**config.mk**
```make
export PLATFORM = sky130hd
export DESIGN_NAME = scmp_busif_flat
export DESIGN_NICKNAME = d
export VERILOG_FILES = /design/src/rtl/scmp_busif_pkg.sv /design/src/rtl/scmp_busif_if.sv /design/src/rtl/scmp_busif.sv /design/src/flat_wrapper.sv
export SDC_FILE = /design/constraint.sdc
export NUM_CORES = 1
export LEC_CHECK = 0
export BUFFER_PORTS_ARGS = -buffer_cell sky130_fd_sc_hd__buf_2
export CAP_MARGIN = 5
export CORE_AREA = 2 2 74 76
export DETAILED_ROUTE_END_ITERATION = 16
export DIE_AREA = 0 0 76 78
export PLACE_DENSITY = 0.88
export SLEW_MARGIN = 20
export SYNTH_ARGS = -nofsm -noshare
export SYNTH_HDL_FRONTEND = slang
export SYNTH_SLANG_ARGS = --single-unit
```
**constraint.sdc**
```tcl
create_clock -name clk -period 1.8 [get_ports clk]
set_input_delay 0.18 -clock clk [delete_from_list [all_inputs] [get_ports clk]]
set_output_delay 0.18 -clock clk [all_outputs]
set_load 0.01 [all_outputs]
```
**src/rtl/scmp_busif_pkg.sv**
```systemverilog
// Shared types and constants for the SC/MP-style external bus interface.
package scmp_busif_pak;

  // Bus cycle sequencer states.
  typedef enum logic [2:0] {
    StIdle,
    StArb,
    StAddr,
    StStrobe,
    StRecover
  } state_e;

  // Bit positions of the cycle-type flags inside flags {H,D,I,R}.
  localparam int unsigned FLAG_H = 3;
  localparam int unsigned FLAG_D = 2;
  localparam int unsigned FLAG_I = 1;
  localparam int unsigned FLAG_R = 0;

  localparam int unsigned CntWidth = 4;

  // Data bus contents during the address phase: flags on D[7:4], A[15:12] on D[3:0].
  function automatic logic [7:0] addr_phase_data(input logic [3:0] flags,
                                                 input logic [3:0] addr_hi);
    return {flags[FLAG_H], flags[FLAG_D], flags[FLAG_I], flags[FLAG_R], addr_hi};
  endfunction

endpackage

```
**src/rtl/scmp_busif_if.sv**
```systemverilog
// Core-side request handshake plus external bus pins of scmp_busif.
interface scmp_busif_if;

  // Core side
  logic        req_i;
  logic        we_i;
  logic [15:0] addr_i;
  logic [7:0]  wdata_i;
  logic [3:0]  flags_i;
  logic        busy_o;
  logic        done_o;
  logic [7:0]  rdata_o;

  // External bus side
  logic [11:0] addr_o;
  logic [7:0]  D_i;
  logic [7:0]  D_o;
  logic        D_oe_o;
  logic        ADS_n;
  logic        RD_n;
  logic        WR_n;
  logic        hold_i;
  logic        breq_o;
  logic        enin_i;
  logic        enout_o;

  // Bus interface block side
  modport slave (
    input  req_i, we_i, addr_i, wdata_i, flags_i, D_i, hold_i, enin_i,
    output busy_o, done_o, rdata_o, addr_o, D_o, D_oe_o, ADS_n, RD_n, WR_n, breq_o, enout_o
  );

  // Core / environment side
  modport master (
    output req_i, we_i, addr_i, wdata_i, flags_i, D_i, hold_i, enin_i,
    input  busy_o, done_o, rdata_o, addr_o, D_o, D_oe_o, ADS_n, RD_n, WR_n, breq_o, enout_o
  );

endinterface

```
**src/rtl/scmp_busif.sv**
```systemverilog
// External bus cycle sequencer: arbitration, address phase, strobe with wait/hold, recovery.
module scmp_busif
  import scmp_busif_pak::*;
#(
  parameter int unsigned WAIT_CYCLES = 0,
  parameter bit          ARB_EN      = 1'b1
) (
  input logic          clk,
  input logic          rst_n,
  scmp_busif_if.slave  bus
);

  localparam logic [CntWidth-1:0] WaitLoad = CntWidth'(WAIT_CYCLES);

  state_e              state_q, state_d;
  logic                we_q, we_n;
  logic [15:0]         addr_q, addr_n;
  logic [7:0]          wdata_q, wdata_n;
  logic [3:0]          flags_q, flags_n;
  logic [CntWidth-1:0] cnt_q;
  logic                accept;

  // Registered outputs, computed from the next state so strobes come straight off flops.
  logic                ads_n_q, rd_n_q, wr_n_q, breq_q, done_q, d_oe_q;
  logic                ads_n_d, rd_n_d, wr_n_d, breq_d, done_d, d_oe_d;
  logic [7:0]          d_o_q, d_o_d, rdata_q;

  assign accept = (state_q == StIdle) && bus.req_i;

  // Next-state logic.
  always_comb begin
    state_d = state_q;
    case (state_q)
      StIdle:    if (bus.req_i) state_d = ARB_EN ? StArb : StAddr;
      StArb:     if (bus.enin_i) state_d = StAddr;
      StAddr:    state_d = StStrobe;
      StStrobe:  if ((cnt_q == '0) && !bus.hold_i) state_d = StRecover;
      StRecover: state_d = StIdle;
      default:   state_d = StIdle;
    endcase
  end

  // Request fields as they will be after this edge (latched only on acceptance).
  always_comb begin
    we_n    = we_q;
    addr_n  = addr_q;
    wdata_n = wdata_q;
    flags_n = flags_q;
    if (accept) begin
      we_n    = bus.we_i;
      addr_n  = bus.addr_i;
      wdata_n = bus.wdata_i;
      flags_n = bus.flags_i;
    end
  end

  // Output decode for the coming cycle.
  always_comb begin
    ads_n_d = (state_d != StAddr);
    rd_n_d  = !((state_d == StStrobe) && !we_n);
    wr_n_d  = !((state_d == StStrobe) && we_n);
    done_d  = (state_d == StRecover);
    breq_d  = ARB_EN && (state_d != StIdle);
    d_oe_d  = 1'b0;
    d_o_d   = 8'h00;
    if (state_d == StAddr) begin
      d_oe_d = 1'b1;
      d_o_d  = addr_phase_data(flags_n, addr_n[15:12]);
    end else if ((state_d == StStrobe) && we_n) begin
      d_oe_d = 1'b1;
      d_o_d  = wdata_n;
    end
  end

  // State, latched request and registered bus outputs.
  always_ff @(posedge clk or negedge rst_n) begin
    if (!rst_n) begin
      state_q <= StIdle;
      we_q    <= 1'b0;
      addr_q  <= '0;
      wdata_q <= '0;
      flags_q <= '0;
      ads_n_q <= 1'b1;
      rd_n_q  <= 1'b1;
      wr_n_q  <= 1'b1;
      breq_q  <= 1'b0;
      done_q  <= 1'b0;
      d_oe_q  <= 1'b0;
      d_o_q   <= '0;
    end else begin
      state_q <= state_d;
      we_q    <= we_n;
      addr_q  <= addr_n;
      wdata_q <= wdata_n;
      flags_q <= flags_n;
      ads_n_q <= ads_n_d;
      rd_n_q  <= rd_n_d;
      wr_n_q  <= wr_n_d;
      breq_q  <= breq_d;
      done_q  <= done_d;
      d_oe_q  <= d_oe_d;
      d_o_q   <= d_o_d;
    end
  end

  // Wait counter: loaded while leaving the address phase, counts down during the strobe.
  always_ff @(posedge clk or negedge rst_n) begin
    if (!rst_n) begin
      cnt_q <= '0;
    end else if (state_q == StAddr) begin
      cnt_q <= WaitLoad;
    end else if ((state_q == StStrobe) && (cnt_q != '0)) begin
      cnt_q <= cnt_q - 1'b1;
    end
  end

  // Read data is taken only on the edge that ends the strobe.
  always_ff @(posedge clk or negedge rst_n) begin
    if (!rst_n) begin
      rdata_q <= '0;
    end else if ((state_q == StStrobe) && (state_d == StRecover) && !we_q) begin
      rdata_q <= bus.D_i;
    end
  end

  assign bus.busy_o  = (state_q != StIdle);
  assign bus.done_o  = done_q;
  assign bus.rdata_o = rdata_q;
  assign bus.addr_o  = addr_q[11:0];
  assign bus.D_o     = d_o_q;
  assign bus.D_oe_o  = d_oe_q;
  assign bus.ADS_n   = ads_n_q;
  assign bus.RD_n    = rd_n_q;
  assign bus.WR_n    = wr_n_q;
  assign bus.breq_o  = breq_q;
  assign bus.enout_o = bus.enin_i & ~breq_q;

endmodule

```
**src/flat_wrapper.sv**
```systemverilog
// flat-port wrapper written by rule: the top's interface ports become plain ports
module scmp_busif_flat import scmp_busif_pak::*;
#(
  parameter int unsigned WAIT_CYCLES = 0,
  parameter bit          ARB_EN      = 1'b1
)
  (clk, rst_n, bus_req_i, bus_we_i, bus_addr_i, bus_wdata_i, bus_flags_i, bus_D_i, bus_hold_i, bus_enin_i, bus_busy_o, bus_done_o, bus_rdata_o, bus_addr_o, bus_D_o, bus_D_oe_o, bus_ADS_n, bus_RD_n, bus_WR_n, bus_breq_o, bus_enout_o);
  scmp_busif_if bus_i ();
  input logic clk;
  input logic rst_n;
  input wire logic [$bits(bus_i.req_i)-1:0] bus_req_i;
  input wire logic [$bits(bus_i.we_i)-1:0] bus_we_i;
  input wire logic [$bits(bus_i.addr_i)-1:0] bus_addr_i;
  input wire logic [$bits(bus_i.wdata_i)-1:0] bus_wdata_i;
  input wire logic [$bits(bus_i.flags_i)-1:0] bus_flags_i;
  input wire logic [$bits(bus_i.D_i)-1:0] bus_D_i;
  input wire logic [$bits(bus_i.hold_i)-1:0] bus_hold_i;
  input wire logic [$bits(bus_i.enin_i)-1:0] bus_enin_i;
  output wire logic [$bits(bus_i.busy_o)-1:0] bus_busy_o;
  output wire logic [$bits(bus_i.done_o)-1:0] bus_done_o;
  output wire logic [$bits(bus_i.rdata_o)-1:0] bus_rdata_o;
  output wire logic [$bits(bus_i.addr_o)-1:0] bus_addr_o;
  output wire logic [$bits(bus_i.D_o)-1:0] bus_D_o;
  output wire logic [$bits(bus_i.D_oe_o)-1:0] bus_D_oe_o;
  output wire logic [$bits(bus_i.ADS_n)-1:0] bus_ADS_n;
  output wire logic [$bits(bus_i.RD_n)-1:0] bus_RD_n;
  output wire logic [$bits(bus_i.WR_n)-1:0] bus_WR_n;
  output wire logic [$bits(bus_i.breq_o)-1:0] bus_breq_o;
  output wire logic [$bits(bus_i.enout_o)-1:0] bus_enout_o;
  assign bus_i.req_i = bus_req_i;
  assign bus_i.we_i = bus_we_i;
  assign bus_i.addr_i = bus_addr_i;
  assign bus_i.wdata_i = bus_wdata_i;
  assign bus_i.flags_i = bus_flags_i;
  assign bus_i.D_i = bus_D_i;
  assign bus_i.hold_i = bus_hold_i;
  assign bus_i.enin_i = bus_enin_i;
  assign bus_busy_o = bus_i.busy_o;
  assign bus_done_o = bus_i.done_o;
  assign bus_rdata_o = bus_i.rdata_o;
  assign bus_addr_o = bus_i.addr_o;
  assign bus_D_o = bus_i.D_o;
  assign bus_D_oe_o = bus_i.D_oe_o;
  assign bus_ADS_n = bus_i.ADS_n;
  assign bus_RD_n = bus_i.RD_n;
  assign bus_WR_n = bus_i.WR_n;
  assign bus_breq_o = bus_i.breq_o;
  assign bus_enout_o = bus_i.enout_o;
  scmp_busif #(.WAIT_CYCLES(WAIT_CYCLES), .ARB_EN(ARB_EN)) u_core (.clk(clk), .rst_n(rst_n), .bus(bus_i));
endmodule
```
==> out/results.env, run 1 <==
NUMBER_OF_GLOBAL_ROUTE_VIAS_BEFORE_REPAIR=1675
DRT-VIAS-PER-INSTANCE=4.88
TIMING.MAX_SLEW.REL_SLACK_PCT=69.7
ENDPOINT_KIND='flip-flop'
PERIOD_MINUS_WS_FINAL_NS=1.65
POWER-PER-CELL-AREA_nW_PER_UM2=1720
POST_DRT_WL_PER_CELL_UM=13.6
SYNTH_COMMON_CELLS='sky130_fd_sc_hd__dfrtp_1, sky130_fd_sc_hd__mux2_2, sky130_fd_sc_hd__buf_4, sky130_fd_sc_hd__inv_1, sky130_fd_sc_hd__mux2i_1'
SYNTH_TOP_CELLS_BY_AREA='sky130_fd_sc_hd__dfrtp_1, sky130_fd_sc_hd__mux2_2, sky130_fd_sc_hd__mux2i_1'
HTREE_NUM_LEVELS=3
R2R_SETUP_SLACK_NS=0.15
CLOCK_BUFFERS_CREATED_BY_TRITONCTS=9
FILLER_CELL_COUNT=402
IOS=78
CRIT_ARRIVAL_NS=1.86
TRITONCTS='yes'
GRT_MAX_DEGREE=29
NUMBER_OF_ITERATIONS_IN_THE_FIRST_DETAILED_ROUTING_PASS=4
SYNTH_TOP_CELL_BY_AREA='sky130_fd_sc_hd__dfrtp_1'
SYNTH_CELL_TYPE_COUNT=33
GP_CONGESTION=0.735
START_KIND='flip-flop'
POSTROUTEWIRELENGTH_UM=4560
MET3_WIRELENGTH_FROM_DETAILED_ROUTING_UM=283
SYNTH.YOSYS.SEQ_AREA_SHARE_PCT=58.0
CP_SLOWEST_CELL='sky130_fd_sc_hd__dfrtp_1'
CRITICAL_PATH_PEAK_FANOUT=8
TIMING.HOLD.WORST_PATH_DEPTH=2
HIGHEST_LAYER='met4'
SYNTH_TOP_CELL_AREA_SHARE_PCT=54.8
STATUS='complete, no violations'
DIE_H_UM=78
IO_BUF_COUNT=77
LAYOUT-DRIVE-GT1-SHARE_PCT=51.5
SETUP_TOTAL_NEGATIVE_SLACK_NS=0
HOLD_END='u_core.addr_q[8]'
PERIOD_SHARE_PCT=91.6
CLKLATENCYLATEPIN_NS=0.33
POST-DP-HPWL_UM=3330
GLOBAL_ROUTE_WIRE_LENGTH_BEFORE_REPAIR_UM=7910
CTS_POST_SETUP_BUFFERS_INSERTED=0
SYNTHESIS.INSTANCES=181
ANTENNA_FOUND_INITIAL=0
NUMBER_OF_MAX_CAP_VIOLATIONS=0
RSZ0062_AT_GRT='no'
R2R-END='u_core.bus.rdata_o[2]'
R2R_START='u_core.cnt_q[0]'
CLOCK_TREE_ROOT_BUFFER_CELL='sky130_fd_sc_hd__clkbuf_8'
SYNTH_MOST_COMMON_CELL='sky130_fd_sc_hd__dfrtp_1'
SYNTH_AREA_PER_CELL_UM2=13.9
CLK_PATH_BUF_DEPTH=2
CLKTRANSATPATHREGS_NS=0.07
PLACEMENT.SETUP.WORST_SLACK_NS=-0.00201
WORSTREGTOREGCELLS=5
ASYNC_RESET_FF_SHARE_PCT=100
ROWS=26
FLOORPLAN.DIE.WIDTH_UM=76
TIMING_WORST_SLEW_PIN_VALUE_NS=0.454
YOSYS_REGISTER_BITS=58
MAX_RAIL_DROP_VDD_mV=0.947
TOP_REG_CELL_SYNTH='sky130_fd_sc_hd__dfrtp_1'
TIMING.CRITICAL_PATH.SLOWEST_CELL_DELAY_NS=0.40
TOTAL_POWER_mW=5.43
YOSYS_WARNINGS=0
INITIAL_UTILIZATION_PCT=49.8
DRCVIOLATIONCOUNT=0
ANT_NETS=0
GRT_UTIL_ALL_LAYERS_PCT=17.5
SYNTHTOLAYOUTAREAGROWTH_PCT=26.1
VIA_COUNT=1640
TIMING.CRITICAL_PATH.REQUIRED_NS=2.01
FINAL-HOLD-VIOLATION-COUNT=0
FIN_WS_NS=0.152
SYN-NUM-NETS=224
CRITICAL_PATH.CELL_CHAIN='inv_1 > ha_1 > nor3b_4 > nand4b_4 > mux2_2'
MET2ROUTEDLENGTH_UM=2240
ANTENNADIODECOUNT=0
CLOCK_SINKS=58
FINAL-SETUP-VIOL-COUNT=0
DIE_AREA_UM2=5930
POST_ROUTE_SKEW_NS=0.00843
HOLDCRITSTARTPOINT='bus_addr_i[8]'
SYNTH_AREA_UM2=2510
TIMING.HOLD.WORST.CLASS='primary input to flip-flop'
DRT_ITER0_MARKERS=104
COUNT_OF_FLIP_FLOPS_WITH_A_BUILT_IN_ENABLE_AFTER_SYNTHESIS=0
CLOCK.FMAX_MHz=607
TIMING_WORST_SETUP_PATH_TYPE='flip-flop to flip-flop'
NUMBER_OF_PINS_EXCEEDING_THEIR_MAX_SLEW_LIMIT_IN_THE_FINAL_REPORT=0
GRT.OVERFLOW.TOTAL=0
NUM-NETS-FINAL=304
FLOORPLAN.CORE_AREA_UM2=5040
P_LEAK_nW=1.55
TIMING.HOLD.WS_NS=0.0574
WL_MET1_UM=1930
where the power goes:
group / internal, mW / switching, mW
Sequential: 1.90 / 0.237
Combinational: 0.983 / 1.01
Clock: 0.812 / 0.487
Total: 3.69 / 1.73
per-stage QoR:
step | cell area, µm² | utilization, % | std cells
2_1_floorplan | 2510 | - | 181
3_3_place_gp | 2920 | 57.9 | 319
3_5_place_dp | 2920 | 57.9 | 319
4_1_cts | 3160 | 62.6 | 336
5_1_grt | 3160 | 62.8 | 336
6_report | 3160 | 62.8 | 336
timing repair:
item	4_1_cts	5_1_grt
hold endpoints to repair	18	0
hold buffers	1	0
gates resized for setup	1	1
setup endpoints to repair	6	8
worst max-delay path: cells and delay by family (launching register included):
kind	cells	cell delay, ns
adders and majority gates	1	0.19
buffers and inverters	1	0.07
DFF	1	0.40
muxes	1	0.33
and+or+nand+nor	2	0.55
layer usage:
metal | vias to the layer above | track usage [%]
met5 | - | 0
met4 | 0 | 9.27
met3 | 11 | 5.00
met2 | 62 | 28.1
met1 | 794 | 21.5
li1 | 773 | -
placed cells by master (no fill, tap or decap), types with 2 or more instances in the layout:
cell type / Yosys / layout
sky130_fd_sc_hd__buf_2: 3 / 77
sky130_fd_sc_hd__dfrtp_1: 55 / 55
sky130_fd_sc_hd__mux2_2: 18 / 18
sky130_fd_sc_hd__inv_1: 12 / 12
sky130_fd_sc_hd__mux2i_1: 12 / 12
sky130_fd_sc_hd__nand2_1: 11 / 11
sky130_fd_sc_hd__buf_4: 12 / 11
sky130_fd_sc_hd__mux2_1: 10 / 10
sky130_fd_sc_hd__clkbuf_8: 0 / 10
sky130_fd_sc_hd__o32ai_2: 7 / 7
sky130_fd_sc_hd__nor2b_1: 4 / 4
sky130_fd_sc_hd__or3_1: 3 / 3
sky130_fd_sc_hd__nor3_1: 3 / 3
sky130_fd_sc_hd__nand3b_1: 3 / 3
sky130_fd_sc_hd__dfstp_2: 3 / 3
sky130_fd_sc_hd__and3_1: 2 / 2
sky130_fd_sc_hd__nor2_1: 2 / 2
sky130_fd_sc_hd__bufinv_16: 0 / 2
sky130_fd_sc_hd__clkinv_2: 0 / 2
cells by family (layout without fill, tap and decap cells):
logic type	count (synthesis)	after routing	share of synthesized area [%]
AOI/OAI and AO/OA	13	13	6.48
adders and majority gates	1	1	0.498
buffers and inverters	33	118	8.37
DFF	58	58	58.0
muxes	40	40	17.3
and+or+nand+nor	36	36	9.32
layout make-up:
type / instances / area [µm²] / area share (%)
Multi-Input combinational cell: 90 / 860 / 27.2
Tap cell: 70 / 87.6 / 2.77
Clock inverter: 5 / 77.6 / 2.45
Sequential cell: 58 / 1460 / 46.0
Timing Repair Buffer: 90 / 498 / 15.7
Inverter: 12 / 45.0 / 1.42
Clock buffer: 11 / 141 / 4.47
state kept, by name, indices dropped and copies added (netlist names):
name	count
u_core.bus.RD_n	1
u_core.bus.rdata_o	8
u_core.bus.D_o	8
u_core.addr_q	16
u_core.bus.ADS_n	1
u_core.cnt_q	4
u_core.bus.WR_n	1
u_core.bus.breq_o	1
u_core.wdata_q	8
u_core.state_q	3
u_core.bus.done_o	1
u_core.bus.D_oe_o	1
u_core.we_q	1
u_core.flags_q	4
worst max path at each step:
stage                                 start                     to  slack [ns]  cells past startpoint
after CTS                   u_core.cnt_q[0]  u_core.bus.rdata_o[2]        0.04                      5
after global routing        u_core.cnt_q[0]  u_core.bus.rdata_o[2]        0.03                      5
after floorplan           u_core.state_q[0]      u_core.bus.D_o[6]        0.22                      6
after global placement      u_core.cnt_q[0]  u_core.bus.rdata_o[3]        0.12                      5
after detailed placement    u_core.cnt_q[0]  u_core.bus.rdata_o[2]      -0.002                      5
final                       u_core.cnt_q[0]  u_core.bus.rdata_o[2]        0.15                      5
No activity file was read; power rests on OpenSTA's default activity.
==> run 2, diff against run 1 <==
--- a/config.mk
+++ b/config.mk
@@ -7,10 +7,10 @@
 export LEC_CHECK = 0
 export BUFFER_PORTS_ARGS = -buffer_cell sky130_fd_sc_hd__buf_2
 export CAP_MARGIN = 5
-export CORE_AREA = 2 2 74 76
+export CORE_AREA = 2 2 72 74
 export DETAILED_ROUTE_END_ITERATION = 16
-export DIE_AREA = 0 0 76 78
-export PLACE_DENSITY = 0.88
+export DIE_AREA = 0 0 74 76
+export PLACE_DENSITY = 0.92
 export SLEW_MARGIN = 20
 export SYNTH_ARGS = -nofsm -noshare
 export SYNTH_HDL_FRONTEND = slang
==> constraint.sdc (replaced) <==
create_clock -name clk -period 2.1 [get_ports clk]
set_input_delay 0.21 -clock clk [delete_from_list [all_inputs] [get_ports clk]]
set_output_delay 0.21 -clock clk [all_outputs]
set_load 0.01 [all_outputs]
==> run 2 against run 1 <==
Net effect: non-clock buffer count down 5; register-to-register slack gained 0.12 ns; worst hold slack improved by 0.045 ns; largest cell class unchanged.
==> out/results.env, run 2 (synthesis gave the netlist of run 1 again) <==
STATUS='complete, no violations'  # unchanged
DRT_ITER0_MARKERS=69  # was 104
ANTENNA_FOUND_INITIAL=0  # unchanged
GP_CONGESTION=0.785  # was 0.735
DRCVIOLATIONCOUNT=0  # unchanged
LAYOUT-DRIVE-GT1-SHARE_PCT=51.0  # was 51.5%
FIN_AREA_UM2=3160  # about the same
GLOBAL_ROUTE_WIRE_LENGTH_BEFORE_REPAIR_UM=7430  # was 7910 µm
ENDPOINT_KIND='flip-flop'  # unchanged
FLOORPLAN.DIE.WIDTH_UM=74  # was 76 µm
CRITICAL_PATH.CELL_CHAIN='nor4b_4 > buf_4 > mux2i_1 > o32ai_1'  # was inv_1 > ha_1 > nor3b_4 > nand4b_4 > mux2_2
HTREE_NUM_LEVELS=3  # unchanged
TIMING_WORST_SLEW_PIN_VALUE_NS=0.570  # was 0.454 ns
POWER-PER-CELL-AREA_nW_PER_UM2=1530  # was 1720 nW/µm²
DRT-VIAS-PER-INSTANCE=4.91  # was 4.88
ANTENNADIODECOUNT=0  # unchanged
POST_DRT_WL_PER_CELL_UM=13.7  # was 13.6 µm
CLKTRANSATPATHREGS_NS=0.06  # was 0.07 ns
TIMING.CRITICAL_PATH.SLOWEST_CELL_DELAY_NS=0.48  # was 0.40 ns
CLOCK.FMAX_MHz=547  # was 607 MHz
TOTAL_POWER_mW=4.83  # was 5.43 mW
LAYOUT.CELLS.MOST_COMMON_LIST='sky130_fd_sc_hd__buf_2, sky130_fd_sc_hd__dfrtp_1, sky130_fd_sc_hd__mux2_2'  # unchanged
CLK_PATH_BUF_DEPTH=2  # unchanged
FILLER_CELL_COUNT=388  # was 402
INITIAL_UTILIZATION_PCT=51.1  # was 49.8%
GRT_UTIL_ALL_LAYERS_PCT=17.8  # was 17.5%
PERIOD_MINUS_WS_FINAL_NS=1.83  # was 1.65 ns
ROWS=26  # unchanged
POSTROUTEWIRELENGTH_UM=4540  # was 4560 µm
P_LEAK_nW=1.53  # was 1.55 nW
CLOCK_BUFFERS_CREATED_BY_TRITONCTS=9  # unchanged
RSZ0062_AT_GRT='no'  # unchanged
MAX_RAIL_DROP_VDD_mV=0.722  # was 0.947 mV
SEQUENTIALPOWERSHARE_PCT=38.7  # was 39.4%
SETUP_TOTAL_NEGATIVE_SLACK_NS=0  # unchanged
POWER.SWITCHING_FRACTION_PCT=30.5  # was 31.9%
TOP_REGISTER='u_core.addr_q'  # unchanged
DIE_H_UM=76  # was 78 µm
TRITONCTS='yes'  # unchanged
NUM-NETS-FINAL=299  # was 304
CLKLATENCYLATEPIN_NS=0.32  # was 0.33 ns
TIMING.HOLD.WORST_PATH_DEPTH=2  # unchanged
PERIOD_SHARE_PCT=87.1  # was 91.6%
TIMING.CRITICAL_PATH.REQUIRED_NS=2.26  # was 2.01 ns
NUMBER_OF_GLOBAL_ROUTE_VIAS_BEFORE_REPAIR=1619  # was 1675
VIA_COUNT=1626  # was 1640
SHARE_COMB_OF_TOTAL_POWER_PCT=33.5  # was 36.7%
CTS_POST_SETUP_BUFFERS_INSERTED=0  # unchanged
CRITICAL_PATH.TOP_DELAY_FAMILY='flip-flops'  # was simple AND/OR/NAND/NOR gates
R2R_SETUP_SLACK_NS=0.27  # was 0.15 ns
ANT_NETS=0  # unchanged
FINAL-SETUP-VIOL-COUNT=0  # unchanged
PLACEDINSTANCEAREA_UM2=2890  # was 2920 µm²
R2R_START='u_core.state_q[0]'  # was u_core.cnt_q[0]
CRIT_ARRIVAL_NS=1.99  # was 1.86 ns
IO_BUF_COUNT=77  # unchanged
IOS=78  # unchanged
NUMBER_OF_MAX_CAP_VIOLATIONS=0  # unchanged
CP_NUM_BUF_INV=1  # unchanged
LARGEST_REG_FLOPS=16  # unchanged
CLOCK_TREE_ROOT_BUFFER_CELL='sky130_fd_sc_hd__clkbuf_8'  # unchanged
HOLDCRITSTARTPOINT='bus_wdata_i[6]'  # was bus_addr_i[8]
NUMBER_OF_ITERATIONS_IN_THE_FIRST_DETAILED_ROUTING_PASS=4  # unchanged
CP_SLOWEST_CELL='sky130_fd_sc_hd__dfrtp_1'  # unchanged
TIMING.MAX_SLEW.REL_SLACK_PCT=62.0  # was 69.7%
FLOORPLAN.CORE_AREA_UM2=4910  # was 5040 µm²
START_KIND='flip-flop'  # unchanged
POST-DP-HPWL_UM=3270  # was 3330 µm
NUMBER_OF_PINS_EXCEEDING_THEIR_MAX_SLEW_LIMIT_IN_THE_FINAL_REPORT=0  # unchanged
R2R-END='u_core.bus.D_o[7]'  # was u_core.bus.rdata_o[2]
MOSTFREQUENTLAYOUTCELL='sky130_fd_sc_hd__buf_2'  # unchanged
CELLINTERNALPOWER_mW=3.36  # was 3.69 mW
DIE_AREA_UM2=5620  # was 5930 µm²
NETSWITCHINGPOWER_mW=1.47  # was 1.73 mW
SYNTHTOLAYOUTAREAGROWTH_PCT=26.0  # was 26.1%
WORSTREGTOREGCELLS=4  # was 5
POST_ROUTE_SKEW_NS=0.00518  # was 0.00843 ns
GRT.OVERFLOW.TOTAL=0  # unchanged
CRITICAL_PATH_PEAK_FANOUT=21  # was 8
P_CLK_SHARE_PCT=27.9  # was 23.9%
TIMING.HOLD.WORST.CLASS='primary input to flip-flop'  # unchanged
HOLD_END='u_core.wdata_q[6]'  # was u_core.addr_q[8]
FINAL-HOLD-VIOLATION-COUNT=0  # unchanged
CLOCK_SINKS=58  # unchanged
TIMING_WORST_SETUP_PATH_TYPE='flip-flop to flip-flop'  # unchanged
GRT_MAX_DEGREE=34  # was 29
[run 2: cell type report]
class	count	area (µm²)	share of cell area, %
Tap cell	70	87.6	2.77
Inverter	12	45.0	1.42
Multi-Input combinational cell	90	848	26.8
Clock inverter	5	125	3.96
Sequential cell	58	1460	46.0
Timing Repair Buffer	85	460	14.6
Clock buffer	11	141	4.47
[run 2: how the worst max path moves through the flow]
stage,from,end,slack (ns),depth (start not counted)
global placement,u_core.state_q[0],u_core.bus.D_o[0],0.39,4
detailed placement,u_core.cnt_q[0],u_core.bus.rdata_o[5],0.30,5
global route,u_core.state_q[2],u_core.bus.D_o[7],0.15,4
floorplan,u_core.state_q[0],u_core.bus.D_o[6],0.52,6
finish,u_core.state_q[0],u_core.bus.D_o[7],0.27,4
CTS,u_core.state_q[0],u_core.bus.D_o[7],0.28,4
[run 2: layer usage]
layer | share of wire [%] | GRT usage [%] | wire length [µm]
met5 | 0 | 0 | 0
met4 | 0.88 | 7.82 | 40
met3 | 6.9 | 6.48 | 314
met2 | 49 | 27.9 | 2240
met1 | 43 | 21.7 | 1950
[run 2: power groups by stage]
stage / Sequential [mW] / Combinational (mW) / Clock (mW)
CTS: 1.87 / 1.64 / 1.38
detailed placement: 1.89 / 1.63 / 0
global route: 1.93 / 1.79 / 1.44
finish: 1.87 / 1.62 / 1.35
floorplan: 1.91 / 1.22 / 0
global placement: 1.87 / 1.58 / 0
[run 2: timing repair]
item,4_1_cts,5_1_grt
hold buffers,1,0
hold endpoints to repair,22,0
gates resized for setup,0,0
[run 2: stage by stage]
step / utilization, % / hold WS [ns] / instances / worst slack [ns]
3_3_place_gp: 58.8 / 0.222 / 314 / 0.388
6_report: 64.4 / 0.102 / 331 / 0.271
4_1_cts: 64.4 / 0.0890 / 331 / 0.277
5_1_grt: 64.4 / 0.0931 / 331 / 0.152
2_1_floorplan: - / -0.0856 / 181 / 0.521
3_5_place_dp: 58.8 / 0.233 / 314 / 0.304
==> run 3, diff against run 2 <==
--- a/config.mk
+++ b/config.mk
@@ -7,10 +7,10 @@
 export LEC_CHECK = 0
 export BUFFER_PORTS_ARGS = -buffer_cell sky130_fd_sc_hd__buf_2
 export CAP_MARGIN = 5
-export CORE_AREA = 2 2 72 74
+export CORE_AREA = 2 2 88 65
 export DETAILED_ROUTE_END_ITERATION = 16
-export DIE_AREA = 0 0 74 76
-export PLACE_DENSITY = 0.92
+export DIE_AREA = 0 0 90 67
+export PLACE_DENSITY_LB_ADDON = 0.1
 export SLEW_MARGIN = 20
 export SYNTH_ARGS = -nofsm -noshare
 export SYNTH_HDL_FRONTEND = slang
==> constraint.sdc (replaced) <==
create_clock -name clk -period 1.7 [get_ports clk]
set_input_delay 0.17 -clock clk [delete_from_list [all_inputs] [get_ports clk]]
set_output_delay 0.17 -clock clk [all_outputs]
set_load 0.01 [all_outputs]
==> run 3 against run 2 <==
Net effect: sequential share of layout area grew 0.31 points; die area grew 7.2%; global-route usage shrank 1.1 points; fmax grew 12%; flip-flop and latch count is the same; sequential power grew 20%; clock skew grew 0.0013 ns; critical endpoint is now u_core.bus.WR_n; final cell count grew 3.0%; non-clock buffer count grew 8; via count shrank 1.8%; count of clock-buffer cells in the layout shrank 1.
==> out/results.env, run 3 (synthesis gave the netlist of run 1 again) <==
GRT_MAX_DEGREE=59  # was 34
MULTI_INPUT_COMB_AREA_UM2=857  # was 848 µm²
ANTENNA_FOUND_INITIAL=0  # unchanged
FLOORPLAN.DIE.WIDTH_UM=90  # was 74 µm
P_LEAK_nW=1.53  # about the same
MOSTFREQUENTLAYOUTCELL='sky130_fd_sc_hd__buf_2'  # unchanged
POST_DRT_WL_PER_CELL_UM=12.8  # was 13.7 µm
WORSTSETUPSTARTPOINT='u_core.cnt_q[0]'  # was u_core.state_q[0]
DRT-VIAS-PER-INSTANCE=4.68  # was 4.91
CLK_PATH_BUF_DEPTH=2  # unchanged
POST-DP-HPWL_UM=3070  # was 3270 µm
POST_ROUTE_SKEW_NS=0.00650  # was 0.00518 ns
TIMING.MAX_SLEW.REL_SLACK_PCT=77.9  # was 62.0%
CLOCK_TREE_ROOT_BUFFER_CELL='sky130_fd_sc_hd__clkbuf_8'  # unchanged
WORSTREGTOREGCELLS=7  # was 4
CELLINTERNALPOWER_mW=3.57  # was 3.36 mW
NUMBER_OF_GLOBAL_ROUTE_VIAS_BEFORE_REPAIR=1647  # was 1619
ANTENNADIODECOUNT=0  # unchanged
POWER-PER-CELL-AREA_nW_PER_UM2=1710  # was 1530 nW/µm²
DIE_AREA_UM2=6030  # was 5620 µm²
STATUS='complete, no violations'  # unchanged
VIA_COUNT=1597  # was 1626
SEQUENTIALPOWERSHARE_PCT=41.9  # was 38.7%
TIMING.CRITICAL_PATH.REQUIRED_NS=1.95  # was 2.26 ns
ENDPOINT_KIND='flip-flop'  # unchanged
CLKTRANSATPATHREGS_NS=0.06  # about the same
FILLER_CELL_COUNT=433  # was 388
IOS=78  # unchanged
REGISTER_AREA_UM2=1460  # unchanged
TRITONCTS='yes'  # unchanged
SETUP_TOTAL_NEGATIVE_SLACK_NS=0  # unchanged
POSTROUTEWIRELENGTH_UM=4380  # was 4540 µm
CLOCK_BUFFERS_CREATED_BY_TRITONCTS=9  # unchanged
TOP_REGISTER='u_core.addr_q'  # unchanged
FINAL-SETUP-VIOL-COUNT=0  # unchanged
FLOORPLAN.CORE_AREA_UM2=5120  # was 4910 µm²
GP_CONGESTION=0.706  # was 0.785
P_CLK_SHARE_PCT=19.1  # was 27.9%
NUMBER_OF_MAX_CAP_VIOLATIONS=0  # unchanged
INITIAL_UTILIZATION_PCT=49.0  # was 51.1%
ROWS=22  # was 26
TIMING_WORST_SLEW_PIN_VALUE_NS=0.330  # was 0.570 ns
TIMING_WORST_SETUP_PATH_TYPE='flip-flop to flip-flop'  # unchanged
NUM-NETS-FINAL=307  # was 299
CLOCK_SINKS=58  # unchanged
SYNTHTOLAYOUTAREAGROWTH_PCT=25.2  # was 26.0%
CRIT_ARRIVAL_NS=1.88  # was 1.99 ns
HTREE_NUM_LEVELS=3  # unchanged
TIMING.HOLD.WORST.CLASS='primary input to flip-flop'  # unchanged
HOLDCRITSTARTPOINT='bus_wdata_i[1]'  # was bus_wdata_i[6]
CLKLATENCYLATEPIN_NS=0.33  # was 0.32 ns
CRITICAL_PATH_PEAK_FANOUT=6  # was 21
LAYOUT-DRIVE-GT1-SHARE_PCT=52.8  # was 51.0%
RSZ0062_AT_GRT='no'  # unchanged
PERIOD_MINUS_WS_FINAL_NS=1.63  # was 1.83 ns
R2R_START='u_core.cnt_q[0]'  # was u_core.state_q[0]
GRT.OVERFLOW.TOTAL=0  # unchanged
LAYOUT.CELLS.MOST_COMMON_LIST='sky130_fd_sc_hd__buf_2, sky130_fd_sc_hd__dfrtp_1, sky130_fd_sc_hd__mux2_2'  # unchanged
FINAL-HOLD-VIOLATION-COUNT=0  # unchanged
HOLD_END='u_core.wdata_q[1]'  # was u_core.wdata_q[6]
DRCVIOLATIONCOUNT=0  # unchanged
FIN_AREA_UM2=3140  # was 3160 µm²
DIE_H_UM=67  # was 76 µm
ANT_NETS=0  # unchanged
CLOCK.FMAX_MHz=615  # was 547 MHz
NUMBER_OF_PINS_EXCEEDING_THEIR_MAX_SLEW_LIMIT_IN_THE_FINAL_REPORT=0  # unchanged
PLACEDINSTANCEAREA_UM2=2940  # was 2890 µm²
GRT_UTIL_ALL_LAYERS_PCT=16.7  # was 17.8%
PERIOD_SHARE_PCT=95.6  # was 87.1%
NETSWITCHINGPOWER_mW=1.81  # was 1.47 mW
IO_BUF_COUNT=77  # unchanged
DRT_ITER0_MARKERS=40  # was 69
START_KIND='flip-flop'  # unchanged
POWER.SWITCHING_FRACTION_PCT=33.6  # was 30.5%
LARGEST_REG_FLOPS=16  # unchanged
GLOBAL_ROUTE_WIRE_LENGTH_BEFORE_REPAIR_UM=7620  # was 7430 µm
MAX_RAIL_DROP_VDD_mV=0.772  # was 0.722 mV
TIMING.HOLD.WORST_PATH_DEPTH=2  # unchanged
NUMBER_OF_ITERATIONS_IN_THE_FIRST_DETAILED_ROUTING_PASS=4  # unchanged
R2R_SETUP_SLACK_NS=0.07  # was 0.27 ns
SHARE_COMB_OF_TOTAL_POWER_PCT=39.0  # was 33.5%
R2R-END='u_core.bus.WR_n'  # was u_core.bus.D_o[7]
[run 3: changes by cell type in the layout (fill, tap and decap cells not counted), sizes merged]
cell	change
bufinv	-4
clkinv	+5
clkbuf	-1
buf	+8
[run 3: worst max path at each step]
stage               depth (start not counted)                     to  slack (ns)
finish                                      7        u_core.bus.WR_n        0.07
floorplan                                   6      u_core.bus.D_o[6]        0.12
global placement                            6  u_core.bus.rdata_o[2]        0.09
global route                                4      u_core.bus.D_o[2]       0.002
detailed placement                          6  u_core.bus.rdata_o[1]        0.02
CTS                                         6  u_core.bus.rdata_o[1]        0.05
[run 3: repair_timing]
action	4_1_cts	5_1_grt
buffers inserted	0	2
resized for setup	1	2
setup endpoints to repair	1	9
cloned	0	0
endpoints found under the hold margin	55	0
hold buffers	1	0
[run 3: layout make-up]
class	count	share of cell area [%]
clock buffer	10	4.06
sequential	58	46.3
multi-input combinational	90	27.3
inverter	12	1.43
timing repair buffer	93	17.0
clock inverter	6	1.08
tap	72	2.87
[run 3: routing by layer]
metal,vias to the layer above,track usage (%),share of wire (%)
li1,778,-,-
met1,745,21.4,47
met2,64,25.8,44
met3,10,5.43,6.8
met4,0,8.65,1.8
met5,-,0,0
[run 3: through the flow]
stage          setup WS [ns]  instances  power [mW]  hold slack [ns]  util, %
4_1_cts               0.0535        339        5.44           0.0410     60.9
2_1_floorplan          0.121        181        3.86           -0.126        -
3_3_place_gp          0.0923        322        4.35            0.195     57.5
5_1_grt              0.00213        341        5.77           0.0522     61.4
3_5_place_dp          0.0220        322        4.39            0.195     57.5
6_report              0.0740        341        5.37           0.0561     61.4
[run 3: power groups by stage]
stage | clock network, mW | logic (mW) | registers [mW]
final | 1.03 | 2.09 | 2.25
after global routing | 1.13 | 2.31 | 2.33
after CTS | 1.07 | 2.12 | 2.25
after detailed placement | 0 | 2.12 | 2.27
after global placement | 0 | 2.09 | 2.26
after floorplan | 0 | 1.50 | 2.35
[run 3: worst max-delay path: stages (launching register included)]
cell and delay, ns:
sky130_fd_sc_hd__dfrtp_1 0.35, sky130_fd_sc_hd__inv_1 0.05, sky130_fd_sc_hd__ha_2 0.19, sky130_fd_sc_hd__nor3b_4 0.15, sky130_fd_sc_hd__buf_4 0.14, sky130_fd_sc_hd__and2_1 0.14, sky130_fd_sc_hd__buf_4 0.16, sky130_fd_sc_hd__or3_1 0.36
